`src/rtl/axis_broadcaster_routed.sv`:
```
// Packet-routed AXI-Stream broadcaster: each input packet is copied into the
// per-output FIFOs selected by a destination mask latched on its first beat.
module axis_broadcaster_routed #(
    parameter int AXIS_BYTES    = 1,
    parameter int NUM_STREAMS   = 2,
    parameter int FIFO_DEPTH    = 4,
    parameter int DROP_CNT_BITS = 16
) (
    input  logic                                clk,
    input  logic                                aresetn,
    output logic                                axis_i_tready,
    input  logic                                axis_i_tvalid,
    input  logic                                axis_i_tlast,
    input  logic [AXIS_BYTES*8-1:0]             axis_i_tdata,
    input  logic [NUM_STREAMS-1:0]              axis_i_tdest_mask,
    input  logic [NUM_STREAMS-1:0]              axis_o_tready,
    output logic [NUM_STREAMS-1:0]              axis_o_tvalid,
    output logic [NUM_STREAMS-1:0]              axis_o_tlast,
    output logic [NUM_STREAMS*AXIS_BYTES*8-1:0] axis_o_tdata,
    output logic [DROP_CNT_BITS-1:0]            drop_count
);

    localparam int DW = AXIS_BYTES * 8;
    localparam int AW = (FIFO_DEPTH > 1) ? $clog2(FIFO_DEPTH) : 1;
    localparam int CW = AW + 1;

    logic                     in_pkt_q, in_pkt_d;
    logic [NUM_STREAMS-1:0]   mask_q, mask_d;
    logic [DROP_CNT_BITS-1:0] drop_q, drop_d;

    logic [NUM_STREAMS-1:0]   eff_mask;
    logic [NUM_STREAMS-1:0]   full;
    logic [NUM_STREAMS-1:0]   push;
    logic [NUM_STREAMS-1:0]   pop;
    logic                     accept;

    // Only selected outputs can hold off the input; a zero mask is always ready.
    always_comb begin
        eff_mask      = in_pkt_q ? mask_q : axis_i_tdest_mask;
        axis_i_tready = aresetn && (&(~eff_mask | ~full));
        accept        = axis_i_tvalid && axis_i_tready;
        push          = accept ? eff_mask : '0;
    end

    always_comb begin
        in_pkt_d = in_pkt_q;
        mask_d   = mask_q;
        drop_d   = drop_q;
        if (accept) begin
            in_pkt_d = !axis_i_tlast;
            if (!in_pkt_q) begin
                mask_d = axis_i_tdest_mask;
            end
            if (axis_i_tlast && (eff_mask == '0) && (drop_q != '1)) begin
                drop_d = drop_q + 1'b1;
            end
        end
    end

    always_ff @(posedge clk or negedge aresetn) begin
        if (!aresetn) begin
            in_pkt_q <= 1'b0;
            mask_q   <= '0;
            drop_q   <= '0;
        end else begin
            in_pkt_q <= in_pkt_d;
            mask_q   <= mask_d;
            drop_q   <= drop_d;
        end
    end

    assign drop_count = drop_q;

    genvar gi;
    generate
        for (gi = 0; gi < NUM_STREAMS; gi++) begin : g_out
            logic [DW:0]   mem [FIFO_DEPTH];
            logic [AW-1:0] wr_q, wr_d;
            logic [AW-1:0] rd_q, rd_d;
            logic [CW-1:0] cnt_q, cnt_d;

            assign full[gi]               = (cnt_q == CW'(FIFO_DEPTH));
            assign axis_o_tvalid[gi]      = (cnt_q != '0);
            assign pop[gi]                = axis_o_tvalid[gi] && axis_o_tready[gi];
            assign axis_o_tlast[gi]       = mem[rd_q][DW];
            assign axis_o_tdata[gi*DW +: DW] = mem[rd_q][DW-1:0];

            // Pointers wrap naturally because FIFO_DEPTH is a power of two.
            always_comb begin
                wr_d  = wr_q + AW'(push[gi]);
                rd_d  = rd_q + AW'(pop[gi]);
                cnt_d = cnt_q + CW'(push[gi]) - CW'(pop[gi]);
            end

            always_ff @(posedge clk or negedge aresetn) begin
                if (!aresetn) begin
                    wr_q  <= '0;
                    rd_q  <= '0;
                    cnt_q <= '0;
                end else begin
                    wr_q  <= wr_d;
                    rd_q  <= rd_d;
                    cnt_q <= cnt_d;
                end
            end

            always_ff @(posedge clk) begin
                if (push[gi]) begin
                    mem[wr_q] <= {axis_i_tlast, axis_i_tdata};
                end
            end
        end
    endgenerate

endmodule

```
`config.mk`:
```
export PLATFORM = sky130hd
export DESIGN_NAME = axis_broadcaster_routed
export DESIGN_NICKNAME = d
export VERILOG_FILES = /design/src/rtl/axis_broadcaster_routed.sv
export SDC_FILE = /design/constraint.sdc
export NUM_CORES = 1
export LEC_CHECK = 0
export ABC_CLOCK_PERIOD_IN_PS = 3400
export CAP_MARGIN = 20
export CORE_AREA = 3 3 92 115
export DETAILED_ROUTE_END_ITERATION = 8
export DIE_AREA = 0 0 95 118
export GPL_ROUTABILITY_DRIVEN = 0
export PLACE_DENSITY = 0.65
export SLEW_MARGIN = 40
export SYNTH_ARGS = -nofsm -noshare
export SYNTH_HDL_FRONTEND = slang
export SYNTH_SLANG_ARGS = --single-unit
export TNS_END_PERCENT = 30
```
`constraint.sdc`:
```
create_clock -name clk -period 3.4 [get_ports clk]
set_input_delay 0.68 -clock clk [delete_from_list [all_inputs] [get_ports clk]]
set_output_delay 0.68 -clock clk [all_outputs]
set_load 0.01 [all_outputs]
```
### Word level (Yosys, flattened, before mapping)

Memory sizes are Yosys's and may differ from the RTL's.
Cells that the tools add are included.

* bitwise logic cells: 3
* muxes and demuxes: 6
* reductions and logical operators: 12
* add/sub/neg operators: 9
* eq/ne operators: 3

Operator list (count)
* 16-bit by 1-bit adder with 16-bit output, second input constant: 1
* 16-bit inequality test, second input constant: 1
* 2-bit by 1-bit adder with 2-bit output: 4
* 3-bit by 1-bit adder with 3-bit output: 2
* 3-bit == test, second input constant: 2
* 1-bit logical AND: 6
* 3-bit nonzero test: 2
* 3-bit by 1-bit subtractor with 3-bit output: 2
* 1-bit two-way mux: 4
* 2-bit two-way mux: 2
* 2-bit inverter: 2
* 2-bit AND reduction: 2
* 2-bit zero test: 1
* 2-bit bitwise OR: 1
* 1-bit zero test: 1

* memories kept: 2
* RAM bits: 72
* word-level logic and storage cells: 44
* bits in registers: 33
* bits of input ports: 16

Memories
* g_out[0].mem: words 4, bits a word 9, read ports 1, clocked after Yosys merged registers in 0, wr ports 1, line 77 `logic [DW:0] mem [FIFO_DEPTH];`
* g_out[1].mem: words 4, bits a word 9, read ports 1, clocked after Yosys merged registers in 0, wr ports 1, line 77

### Logic depth before layout (Yosys ltp)

* word-level depth: 9
* gate-level depth with buffers: 10
* depth with buffers taken out: 9

### Worst setup path before layout

OpenSTA, ideal clock, no wires.

* path kind: input to register
* start point: input axis_i_tdest_mask[0]
* end point: memory g_out[1].mem[1][0] in the netlist's numbering (enable)
* cell stages on the path: 4
* setup time: 0.403 ns
* path slack: 0.358 ns
* arrival: 2.640 ns
* buffers on the path: 0
* required time: 2.997 ns
* cells stage by stage: mux2_4 > a221oi_4 > nand2_1 > nor4b_1

* word-level cells in the longest chain between the ends: 9

Ends and longest elaborated chain
* start: declaration: line 15 `input logic [NUM_STREAMS-1:0] axis_i_tdest_mask,`
* 2-bit two-way mux
* 2-bit inverter: line 40 `axis_i_tready = aresetn && (&(~eff_mask | ~full));`
* 2-bit bitwise OR: line 40
* 2-bit AND reduction: line 40
* 1-bit logical AND: line 40
* named net axis_i_tready: line 11 `output logic axis_i_tready,`
* 1-bit logical AND: line 41 `accept = axis_i_tvalid && axis_i_tready;`
* 2-bit two-way mux: line 42 `push = accept ? eff_mask : '0;`
* 1-bit two-way mux: line 108 `if (push[gi]) begin`
* 1-bit two-way mux (implied by the code): line 109 `mem[wr_q] <= {axis_i_tlast, axis_i_tdata};`
* end: declaration: line 77

The timed path passes the listed nets, and every way through them passes these cells.

### Worst setup path in the final report

* start point: input axis_i_tdest_mask[1]
* end point: output axis_i_tready

* word-level cells in the longest chain between the ends: 5

Ends and longest elaborated chain (line)
* 2-bit two-way mux
* 2-bit inverter: 40
* 2-bit bitwise OR: 40
* 2-bit AND reduction: 40
* 1-bit logical AND: 40
* end: declaration: 11

Every way passes these cells.

==> results.json <==
{
  "yosys.area.top_type_share_pct": 50.8,
  "die_area_mm2": 0.0112,
  "syn2layout_area_growth_pct": 24.4,
  "avgSynthCellArea_um2": 17.7,
  "dieWidth_um": 95,
  "cts_setup_buffers": 0,
  "placed_area_mm2": 0.00499,
  "critPathMaxFanout": 4,
  "cts_max_path_buffers": 2,
  "layout_worst_path_cycle_share_pct": 91.3,
  "diodes": 0,
  "max_cap_violations": 0,
  "drt_pass1_iterations": 4,
  "grt_antenna_before_repair": 0,
  "min_period_ns": 3.10,
  "power.leakage_nw": 1.98,
  "setup_violations": 0,
  "drt_iter0_drc": 75,
  "worstSetupStartpointType": "input pin",
  "design.core.area_mm2": 0.00966,
  "worst_pin_slew_ns": 0.626,
  "hold_path_class": "flip-flop to flip-flop",
  "fin_util_pct": 54.8,
  "power.density_mw_per_mm2": 737,
  "cts_resized": 0,
  "drive_above_1_share_pct": 17.0,
  "relSlewSlack_pct": 58.3,
  "grt_max_degree": 34,
  "tns_ns": 0,
  "ys_seq_area_share_pct": 70.2,
  "peakVddDrop_mv": 0.290,
  "critPathRequiredTime_ns": 2.72,
  "mostFrequentLayoutCell": "edfxtp_1",
  "syn_nets": 267,
  "postSynthCellCount": 240,
  "slew_viol_final": 0,
  "port_buffers": 52,
  "grt_first_pass_wirelength_um": 12500,
  "final_area_mm2": 0.00530,
  "timing.hold.ws_ns": 0.485,
  "cp_data_arrival_time_ns": 2.42,
  "first_global_vias": 2405,
  "fin_cells": 437,
  "cts.sinks": 105,
  "htree_num_levels": 3,
  "power_mw": 3.90,
  "status": "finished clean",
  "wirelength_um": 7600,
  "syn_area_mm2": 0.00426,
  "fin_ws_ns": 0.296,
  "rsz0062_at_grt": "false",
  "fmax_mhz": 322,
  "root_buffer": "clkbuf_16",
  "layout.nets": 333,
  "rows": 40,
  "antenna_left": 0,
  "grt_overflow": 0,
  "yosysWarnings": 0,
  "cts.clk_slew.worst_paths_ns": 0.06,
  "num_vias": 2229,
  "synth_area_leaders": "edfxtp_1 51%, dfrtp_1 19%, mux4_2 9.5%, xor2_1 3.1%, ha_1 2.6%",
  "yosysUniqueCellTypes": 31,
  "fin_skew_ns": 0.00556,
  "drcViolationCount": 0,
  "insertion_delay_ns": 0.34,
  "numCtsBuffers": 9,
  "yosys_register_bits": 105,
  "worstSetupPathType": "input pin to primary output",
  "ioPinCount": 53,
  "hold_viol": 0,
  "end_kind": "primary output",
  "viasPerCell": 5.10,
  "pre_cts_ws_ns": 0.271,
  "start_util_pct": 44.1,
  "grt_use_total_pct": 15.1,
  "fp.dieH_um": 118,
  "dp_cells": 421,
  "synth_top_cell_by_area": "edfxtp_1",
  "cts_tree": "yes",
  "ctsHoldBuffers": 0,
  "post_drt_wl_per_cell_um": 17.4,
  "dp_hpwl_um": 5090,
  "layout_common_cells": "72 x edfxtp_1, 52 x clkdlybuf4s50_1, 33 x dfrtp_1, 18 x mux4_2, 15 x xor2_1"
}
-- worst max-delay path, cell delays in order --
cell             delay, ns
clkdlybuf4s50_1       0.47
mux2_4                0.31
a221oi_4              0.35
clkdlybuf4s50_1       0.61
-- flip-flops by register name, summed over array words and instances, names as in the netlist --
name	cells
in_pkt_q	1
g_out.rd_q	4
mask_q	2
g_out.wr_q	4
drop_count	16
g_out.cnt_q	6
g_out.mem	72
-- Yosys cell counts --
cell type,instances
nand4_4,1
xor2_1,15
and3_1,3
o21a_1,1
or4_1,1
nor3_1,4
and2_1,2
mux2_2,3
o21ai_0,1
inv_1,13
nor2_1,12
nand2_1,9
mux2_4,2
nor3b_1,3
dfrtp_1,33
edfxtp_1,72
mux4_2,18
nor4b_1,2
buf_6,2
nand3_1,5
nand4_1,4
ha_1,9
clkbuf_1,4
fa_1,2
or3_1,2
mux2i_1,1
nor4_1,4
nand2b_1,1
a221oi_4,1
nor3_2,2
xnor2_1,8
-- cells by family after synthesis --
kind of cell,count (synthesis),synth area share [%]
DFF,105,70.2
muxes,24,11.3
and+or+nand+nor,55,7.34
adders and majority gates,11,3.58
AOI/OAI and AO/OA,3,0.911
buffers and inverters,19,2.03
xor gates and xnor gates,23,4.73
-- final timing paths --
| path | start | endpoint | slack (ns) | depth (start not counted) |
|---|---|---|---|---|
| max in group asynchronous | aresetn | drop_count[8]$_DFFE_PN0P_ | 2.29 | 2 |
| worst max-delay path | axis_i_tdest_mask[1] | axis_i_tready | 0.30 | 4 |
| worst min register to register | g_out[0].cnt_q[2]$_DFF_PN0_ | g_out[0].cnt_q[2]$_DFF_PN0_ | 0.49 | 1 |
| min in group asynchronous | aresetn | drop_count[12]$_DFFE_PN0P_ | 0.79 | 2 |
| worst min-delay path | g_out[0].cnt_q[2]$_DFF_PN0_ | g_out[0].cnt_q[2]$_DFF_PN0_ | 0.49 | 1 |
| worst max register to register | in_pkt_q$_DFFE_PN0N_ | g_out[1].cnt_q[2]$_DFF_PN0_ | 0.83 | 9 |
-- cell type report --
| cell class | count | area (um^2) |
|---|---|---|
| multi-input cells | 116 | 1200 |
| well taps | 126 | 158 |
| inverters | 13 | 48.8 |
| fillers | 764 | 4360 |
| repair buffers | 61 | 588 |
| clock buffers | 10 | 229 |
| flip-flops and latches | 105 | 2990 |
| clock inverters | 6 | 82.6 |
-- per-layer routing --
layer  track usage [%]  vias to the layer above  wire [um]
met5                 0                        -          0
met4              5.32                        0        114
met3              3.90                        9        361
met2              24.5                       58       3940
met1              19.4                     1127       3180
li1                  -                     1035          -
-- power breakdown --
| part | internal, mW | switching, mW |
|---|---|---|
| sequential | 1.56 | 0.245 |
| combinational | 0.647 | 0.389 |
| clock | 0.641 | 0.426 |
Note: power is estimated with default switching activity, not from simulation.
